**src/rtl/motor_drive_ramp.sv**
```systemverilog
// motor_drive_ramp: slews a signed drive command into PWM duty plus H-bridge enables,
// with coast-through-zero on reversal and an active brake mode. Rev 1.0
`default_nettype none

module motor_drive_ramp #(
  parameter int SLEW_STEP  = 16,
  parameter int TICK_DIV   = 1024,
  parameter int DEAD_TICKS = 4
) (
  input  logic        clk,
  input  logic        rst,
  input  logic        cmd_vld,
  input  logic [10:0] cmd,
  input  logic        brake_req,
  output logic [9:0]  duty,
  output logic        fwd,
  output logic        rev,
  output logic        settled
);

  localparam int CW = $clog2(TICK_DIV);
  localparam int DW = $clog2(DEAD_TICKS + 1);
  localparam logic [CW-1:0] TICK_LAST = CW'(TICK_DIV - 1);
  localparam logic [10:0]   STEP11    = 11'(SLEW_STEP);
  localparam logic [9:0]    STEP10    = 10'(SLEW_STEP);
  localparam logic [DW-1:0] DEAD_LOAD = DW'(DEAD_TICKS);

  typedef enum logic [1:0] {S_IDLE, S_DRIVE, S_DEAD, S_BRAKE} state_t;

  state_t        r_state, w_state;
  logic [CW-1:0] r_cnt;
  logic [9:0]    r_cur, w_cur;
  logic          r_dir, w_dir;
  logic [DW-1:0] r_dead, w_dead;
  logic          r_tgt_neg, w_tgt_neg;
  logic [9:0]    r_tgt_mag, w_tgt_mag;

  logic          w_tick;
  logic [10:0]   w_cmd_abs;
  logic [9:0]    w_cmd_mag;
  logic [9:0]    w_start;
  logic [10:0]   w_sum;
  logic [10:0]   w_diff;
  logic [9:0]    w_slew;
  logic [9:0]    w_duty;
  logic          w_fwd, w_rev, w_settled;

  assign w_tick = (r_cnt == TICK_LAST);

  // -1024 has no positive 10-bit counterpart, so it saturates to full scale
  assign w_cmd_abs = cmd[10] ? (~cmd + 11'd1) : cmd;
  assign w_cmd_mag = w_cmd_abs[10] ? 10'd1023 : w_cmd_abs[9:0];
  assign w_tgt_neg = cmd_vld ? cmd[10]   : r_tgt_neg;
  assign w_tgt_mag = cmd_vld ? w_cmd_mag : r_tgt_mag;

  assign w_start = ({1'b0, r_tgt_mag} > STEP11) ? STEP10 : r_tgt_mag;
  assign w_sum   = {1'b0, r_cur} + STEP11;
  assign w_diff  = {1'b0, r_cur} - {1'b0, r_tgt_mag};

  always_comb begin
    w_slew = r_cur;
    if (r_cur < r_tgt_mag)
      w_slew = (w_sum > {1'b0, r_tgt_mag}) ? r_tgt_mag : w_sum[9:0];
    else if (r_cur > r_tgt_mag)
      w_slew = (w_diff > STEP11) ? (r_cur - STEP10) : r_tgt_mag;
  end

  always_comb begin
    w_state = r_state;
    w_cur   = r_cur;
    w_dir   = r_dir;
    w_dead  = r_dead;
    if (brake_req) begin
      w_state = S_BRAKE;
      w_cur   = 10'd0;
    end else if (r_state == S_BRAKE) begin
      w_state = S_DEAD;
      w_dead  = DEAD_LOAD;
    end else if (w_tick) begin
      case (r_state)
        S_IDLE: begin
          if (r_tgt_mag != 10'd0) begin
            w_state = S_DRIVE;
            w_dir   = r_tgt_neg;
            w_cur   = w_start;
          end
        end
        S_DRIVE: begin
          if (r_tgt_mag != 10'd0 && r_dir == r_tgt_neg) begin
            w_cur = w_slew;
          end else if (r_cur <= STEP10) begin
            w_cur   = 10'd0;
            w_state = S_DEAD;
            w_dead  = DEAD_LOAD;
          end else begin
            w_cur = r_cur - STEP10;
          end
        end
        S_DEAD: begin
          if (r_dead <= DW'(1)) begin
            w_dead = '0;
            if (r_tgt_mag != 10'd0) begin
              w_state = S_DRIVE;
              w_dir   = r_tgt_neg;
              w_cur   = w_start;
            end else begin
              w_state = S_IDLE;
            end
          end else begin
            w_dead = r_dead - DW'(1);
          end
        end
        default: w_state = r_state;
      endcase
    end
  end

  // Outputs are derived from next-state values so they register on the same edge
  always_comb begin
    w_duty = 10'd1;
    w_fwd  = 1'b0;
    w_rev  = 1'b0;
    case (w_state)
      S_DRIVE: begin
        w_duty = (w_cur == 10'd0) ? 10'd1 : w_cur;
        w_fwd  = ~w_dir;
        w_rev  = w_dir;
      end
      S_BRAKE: begin
        w_duty = 10'd0;
        w_fwd  = 1'b1;
        w_rev  = 1'b1;
      end
      default: begin
        w_duty = 10'd1;
        w_fwd  = 1'b0;
        w_rev  = 1'b0;
      end
    endcase
    w_settled = ((w_state == S_DRIVE) && (w_cur == w_tgt_mag) && (w_dir == w_tgt_neg)) ||
                ((w_state == S_IDLE) && (w_tgt_mag == 10'd0));
  end

  always_ff @(posedge clk or posedge rst) begin
    if (rst) begin
      r_cnt     <= '0;
      r_state   <= S_IDLE;
      r_cur     <= 10'd0;
      r_dir     <= 1'b0;
      r_dead    <= '0;
      r_tgt_neg <= 1'b0;
      r_tgt_mag <= 10'd0;
      duty      <= 10'd1;
      fwd       <= 1'b0;
      rev       <= 1'b0;
      settled   <= 1'b1;
    end else begin
      r_cnt     <= w_tick ? '0 : r_cnt + CW'(1);
      r_state   <= w_state;
      r_cur     <= w_cur;
      r_dir     <= w_dir;
      r_dead    <= w_dead;
      r_tgt_neg <= w_tgt_neg;
      r_tgt_mag <= w_tgt_mag;
      duty      <= w_duty;
      fwd       <= w_fwd;
      rev       <= w_rev;
      settled   <= w_settled;
    end
  end

endmodule

`default_nettype wire

```
**config.mk**
```make
export PLATFORM = sky130hd
export DESIGN_NAME = motor_drive_ramp
export DESIGN_NICKNAME = d
export VERILOG_FILES = /design/src/rtl/motor_drive_ramp.sv
export SDC_FILE = /design/constraint.sdc
export NUM_CORES = 1
export LEC_CHECK = 0
export ABC_CLOCK_PERIOD_IN_PS = 3500
export BUFFER_PORTS_ARGS = -buffer_cell sky130_fd_sc_hd__clkbuf_2
export CAP_MARGIN = 20
export CORE_MARGIN = 4
export CORE_UTILIZATION = 50
export DETAILED_ROUTE_END_ITERATION = 10
export MAX_ROUTING_LAYER = met4
export PLACE_DENSITY = 0.72
export SYNTH_ARGS = -nofsm -noshare
export SYNTH_HDL_FRONTEND = slang
export SYNTH_SLANG_ARGS = --single-unit
```
**constraint.sdc**
```tcl
create_clock -name clk -period 3.5 [get_ports clk]
set_input_delay 0.35 -clock clk [delete_from_list [all_inputs] [get_ports clk]]
set_output_delay 0.35 -clock clk [all_outputs]
set_load 0.03 [all_outputs]
```
# --- Yosys cells after proc, flatten, opt, wreduce, memory -nomap -nowiden ---
# Index checks and enable logic that the tools add are counted.
word_totals:
  ff_bits: 50
  input_bits: 15
  output_inout_bits: 13
  elab_cells: 94
classes:
  addsub: 6
  n_lt_le_gt_ge: 7
  eq_ne: 11
  muxes: 43
  n_bitwise: 3
  reduce_logical: 13
ops:
  columns: ["cell", "n"]
  rows:
  - ["$mux W10", 16]
  - ["$pmux W10 S3", 1]
  - ["$logic_not A10 Y1", 2]
  - ["$pmux W10 S2", 1]
  - ["$mux W3", 5]
  - ["$mux W2", 7]
  - ["$add A10 B5 Y11 const B", 1]
  - ["$add A11 B1 Y11 const B", 1]
  - ["$gt A11 B10 Y1", 1]
  - ["$gt A11 B5 Y1 const B", 1]
  - ["$mux W11", 1]
  - ["$not A11 Y11", 1]
  - ["$sub A10 B10 Y11", 1]
  - ["$add A10 B1 Y10 const B", 1]
  - ["$eq A10 B10 Y1", 1]
  - ["$eq A10 B10 Y1 const B", 1]
  - ["$gt A10 B10 Y1", 1]
  - ["$gt A10 B5 Y1 const B", 1]
  - ["$le A10 B5 Y1 const B", 1]
  - ["$lt A10 B10 Y1", 1]
  - ["$reduce_bool A10 Y1", 1]
  - ["$sub A10 B5 Y10 const B", 1]
  - ["$mux W1", 7]
  - ["$eq A2 B2 Y1 const B", 3]
  - ["15 further kinds", 25]

# --- Logic depth before layout (Yosys ltp) ---
depth:
  ltp_word: 14
  mapped_depth: 18
  ltp_nobuf: 16

# --- Least setup slack after synthesis ---
# OpenSTA, ideal clock, no wires.
synth_path:
  path_type: "flip-flop to flip-flop"
  from: "reg r_cur[4]"
  to: "reg duty[0]"
  setup_ns: 0.062
  arrival_time_ns: 3.628
  t_required_ns: 3.438
  path_slack_ns: -0.190
  stages_incl_launch_ff: 17
  n_path_buf: 2
  path_cell_list: "dfrtp_1 > clkbuf_1 > inv_1 > ha_1 > ha_1 > a21o_1 > a221o_1 > a31oi_1 > o31ai_1 > clkbuf_1 > nand2_1 > o31a_1 > mux2i_1 > o31ai_2 > or3_1 > nor4_2 > a41o_1"
synth_between:
  elab_chain_len: 13
  word_cells_on_any_way: 31
  cone_classes: "3 x add/sub; 5 x order compare; 2 x eq/ne; 20 x mux; 1 x reduce/logical"
synth_rtl:
  columns: ["element", "line", "text"]
  rows:
  - ["from (decl)", "32", "logic [9:0] r_cur, w_cur;"]
  - ["from (signal assigned)", "160", "r_cur <= w_cur;"]
  - ["$sub A10 B10 Y11", "58", "assign w_diff = {1'b0, r_cur} - {1'b0, r_tgt_mag};"]
  - ["$gt A11 B5 Y1", "65", "w_slew = (w_diff > STEP11) ? (r_cur - STEP10) : r_tgt_mag;"]
  - ["$mux W10", "65", null]
  - ["$mux W10", "64", "else if (r_cur > r_tgt_mag)"]
  - ["$mux W10", "62", "if (r_cur < r_tgt_mag)"]
  - ["$mux W10 (*)", "89", "if (r_tgt_mag != 10'd0 && r_dir == r_tgt_neg) begin"]
  - ["$pmux W10 S3 (*)", "80", "case (r_state)"]
  - ["$mux W10 (*)", "79", "end else if (w_tick) begin"]
  - ["$mux W10 (*)", "76", "end else if (r_state == S_BRAKE) begin"]
  - ["$mux W10 (*)", "73", "if (brake_req) begin"]
  - ["via w_cur[1]", "32", null]
  - ["$logic_not A10 Y1 (*)", "125", "w_duty = (w_cur == 10'd0) ? 10'd1 : w_cur;"]
  - ["$mux W10 (*)", "125", null]
  - ["$pmux W10 S2 (*)", "123", "case (w_state)"]
  - ["via w_duty[0]", "45", "logic [9:0] w_duty;"]
  - ["to (signal assigned)", "165", "duty <= w_duty;"]
  - ["to (decl)", "15", "output logic [9:0] duty,"]
# Mark *: on every way through the listed nets, which the timed path passes. The rest lies on a longest branch.
# A chain may end at the register's enable or synchronous reset.

# --- Worst setup path after layout ---
layout_path:
  from: "reg r_cur[5]"
  to: "reg settled"
layout_between:
  elab_chain_len: 14
  word_cells_on_any_way: 33
  cone_classes: "3 x add/sub; 5 x order compare; 2 x eq/ne; 18 x mux; 5 x reduce/logical"
layout_rtl:
  columns: ["element", "line", "text"]
  rows:
  - ["$sub A10 B10 Y11", "58", null]
  - ["$gt A11 B5 Y1", "65", null]
  - ["$mux W10", "65", null]
  - ["$mux W10", "64", null]
  - ["$mux W10", "62", null]
  - ["$mux W10", "89", null]
  - ["$pmux W10 S3", "80", null]
  - ["$mux W10", "79", null]
  - ["$mux W10", "76", null]
  - ["$mux W10", "73", null]
  - ["$eq A10 B10 Y1", "140", "w_settled = ((w_state == S_DRIVE) && (w_cur == w_tgt_mag) && (w_dir == w_tgt_neg)) ||"]
  - ["$logic_and A1 B1 Y1 (2 in a row)", "140", null]
  - ["$logic_or A1 B1 Y1 (*)", "140", null]
  - ["via w_settled", "46", "logic w_fwd, w_rev, w_settled;"]
  - ["to (signal assigned)", "168", "settled <= w_settled;"]
  - ["to (decl)", "18", "output logic settled"]
# Marked as above.

==> flow_metrics.env <==
export IMPL_status="complete, but fails checks"
export IMPL_violations="setup timing"
export IMPL_total_power_mw=1.61
export IMPL_synth_distinct_cells=80
export IMPL_path_max_fanout=5
export IMPL_fp_dieW_um=101
export IMPL_crit_arrival_ps=4010
export IMPL_clock_path_buffers=2
export IMPL_critPathCapture="settled$_DFF_PP1_"
export IMPL_synth_most_common_cell="nand2_1"
export IMPL_ir_worst_vdd_mv=0.221
export IMPL_crit_type="flop to flop"
export IMPL_grt_pass1_wl_mm=24.0
export IMPL_first_pass_iters=8
export IMPL_layout_drive_gt1_share_pct=34.7
export IMPL_h_tree_depth=2
export IMPL_synthArstFlopShare_pct=100
export IMPL_synth_warnings=0
export IMPL_num_vias=4808
export IMPL_hold_violations=0
export IMPL_r2r_slack_ps=-280
export IMPL_period_share_pct=108
export IMPL_netlist_area_mm2=0.00429
export IMPL_r2r_start="r_cur[5]$_DFF_PP0_"
export IMPL_clk_pin_slew_ps=100
export IMPL_cts_buffers=5
export IMPL_netlist_top_cell_by_area="dfrtp_1"
export IMPL_slew_violations=0
export IMPL_core_rowCount=33
export IMPL_io_buffers=27
export IMPL_place_inst=750
export IMPL_ant_nets=0
export IMPL_hold_class="input port to flop"
export IMPL_cp_data_required_time_ps=3740
export IMPL_drt_iter0_markers=306
export IMPL_r2r_end="settled$_DFF_PP1_"
export IMPL_wire_per_inst_um=20.0
export IMPL_power_per_cell_area_mw_per_mm2=274
export IMPL_syn_avg_cell_area_um2=8.08
export IMPL_grt_max_degree=51
export IMPL_diodes=0
export IMPL_io_pins=28
export IMPL_clock_skew_ps=13.6
export IMPL_setup_viol_count_final=2
export IMPL_cts_tree="done"
export IMPL_synthTopCellsByCount="nand2_1, dfrtp_1, nor2_1"
export IMPL_cp_end_kind="flop"
export IMPL_wirelength_mm=15.6
export IMPL_viasPerCell=6.19
export IMPL_worstHoldStart="cmd[0]"
export IMPL_critPathLaunch="r_cur[5]$_DFF_PP0_"
export IMPL_finalNonFillerCells=777
export IMPL_leakagePower_nw=2.61
export IMPL_rsz0062_at_grt="yes"
export IMPL_dieArea_mm2=0.0101
export IMPL_ys_ff_latch=50
export IMPL_fin_tns_setup_ps=-537
export IMPL_drc=0
export IMPL_cts_root_buffer="clkbuf_8"
export IMPL_chipHeight_um=101
export IMPL_nNetsFinal=709
export IMPL_grt_pass1_vias=4601
export IMPL_ys_dominant_reg_cell="dfrtp_1"
export IMPL_tightest_slew_ps=609
export IMPL_initial_core_util_pct=51.7
export IMPL_synth_edff_count=0
export IMPL_placed_cell_area_mm2=0.00528
export IMPL_critPathLaunchType="flop"
export IMPL_fin_hold_ws_ps=411
export IMPL_relSlewSlack_pct=58.9
export IMPL_gp_congestion=1.00
export IMPL_layout_setup_ws_ps=-276
export IMPL_netlist_top_cells_area="dfrtp_1, ha_1, nand2_1, xnor2_1, nor2_1"
export IMPL_fin_area_mm2=0.00590
export IMPL_fin_crit_ps=3780
export IMPL_numClockSinks=50
export IMPL_gr_total_overflow=0
export IMPL_fmax_mhz=265
export IMPL_drv_cap=0
export IMPL_pre_cts_ws_ps=-424
export IMPL_synth_top_area_share_pct=28.0
export IMPL_synth_nets=569
export IMPL_area_growth_pct=37.5
export IMPL_ff2ff_path_depth=18
export IMPL_grt_usage_pct=31.0
export IMPL_syn_inst=531
export IMPL_clkLatencyLatePin_ps=320
export IMPL_dp_final_hpwl_mm=11.7
export IMPL_core_mm2=0.00830
export IMPL_antenna_found_initial=0
export IMPL_yosysSeqAreaShare_pct=29.2
export IMPL_utilization_pct=71.1
placed cells by master (no fill, tap or decap), drive strengths merged, types with 4 or more instances in the layout:
master  Yosys  final
a211oi      5      5
a21o        8      8
a21oi      36     36
a31oi       4      4
and2        4      4
and3        6      6
buf         5    124
clkbuf     14     33
dfrtp      48     48
ha         22     22
inv        36     37
nand2      60     60
nand2b      7      7
nand3      20     20
nand3b      6      6
nand4      10     10
nor2       46     46
nor2b      11     11
nor3       17     17
nor3b       4      4
nor4        7      7
o211ai      6      6
o21ai      29     29
o22ai       7      7
o31ai       8      8
or3         7      7
or4         5      5
xnor2      21     21
xor2       14     14
layout make-up:
class / count / area [um^2]
well taps: 105 / 131
repair buffers: 152 / 1100
multi-input cells: 426 / 3160
flip-flops and latches: 50 / 1260
inverters: 36 / 135
fillers: 647 / 2400
clock buffers: 6 / 82.6
clock inverters: 2 / 38.8
registers in the layout, summed over array words and instances (netlist names):
register   cells
duty          10
fwd            1
r_cnt         10
r_cur         10
r_dead         3
r_dir          1
r_state        2
r_tgt_mag     10
r_tgt_neg      1
rev            1
settled        1
worst min-delay path by stage:
stage | depth (start not counted) | end
after floorplan | 1 | r_cnt[9]$_DFF_PP0_
after global placement | 1 | r_cnt[9]$_DFF_PP0_
after detailed placement | 1 | r_cnt[9]$_DFF_PP0_
after CTS | 2 | duty[4]$_DFF_PP0_
after global routing | 3 | r_tgt_mag[0]$_DFF_PP0_
final | 3 | r_tgt_mag[0]$_DFF_PP0_
per-layer routing:
layer	track usage (%)	up-vias	wire (um)
met5	-	-	0
met1	40.1	2303	6480
met3	5.47	54	1150
met4	8.70	0	522
met2	49.7	234	7410
li1	-	2217	-
report_power, final:
part,switching (mW),internal [mW],leakage (nW),total (mW)
Clock,0.208,0.235,0.0618,0.443
Combinational,0.298,0.235,1.93,0.533
Sequential,0.0301,0.609,0.626,0.639
cells by family after synthesis:
group                      synth area share, %
muxes                                     1.25
buffers and inverters                     5.07
AOI/OAI and AO/OA                         22.9
xor gates and xnor gates                  7.14
and+or+nand+nor                           27.6
adders and majority gates                 6.88
DFF                                       29.2
what timing repair did:
action	CTS	global route
cloned	0	0
endpoints found under the setup margin	4	10
endpoints found under the hold margin	0	12
buffers inserted	9	9
pin swaps	11	27
resized for setup	31	39
hold buffers	0	1
worst max-delay path: stages, from the launching register on:
cell	delay, ps
dfrtp_2	450
and3_4	200
nand3_2	60
xnor2_1	180
inv_1	110
ha_4	290
nand3_2	80
or3_4	410
a21oi_4	160
o31ai_4	110
buf_6	150
buf_4	140
nand2_1	70
a21oi_1	70
a211oi_1	260
a311o_1	380
xor2_1	190
nand4_1	170
o31ai_2	230
Power figures use the tool's default switching activity.
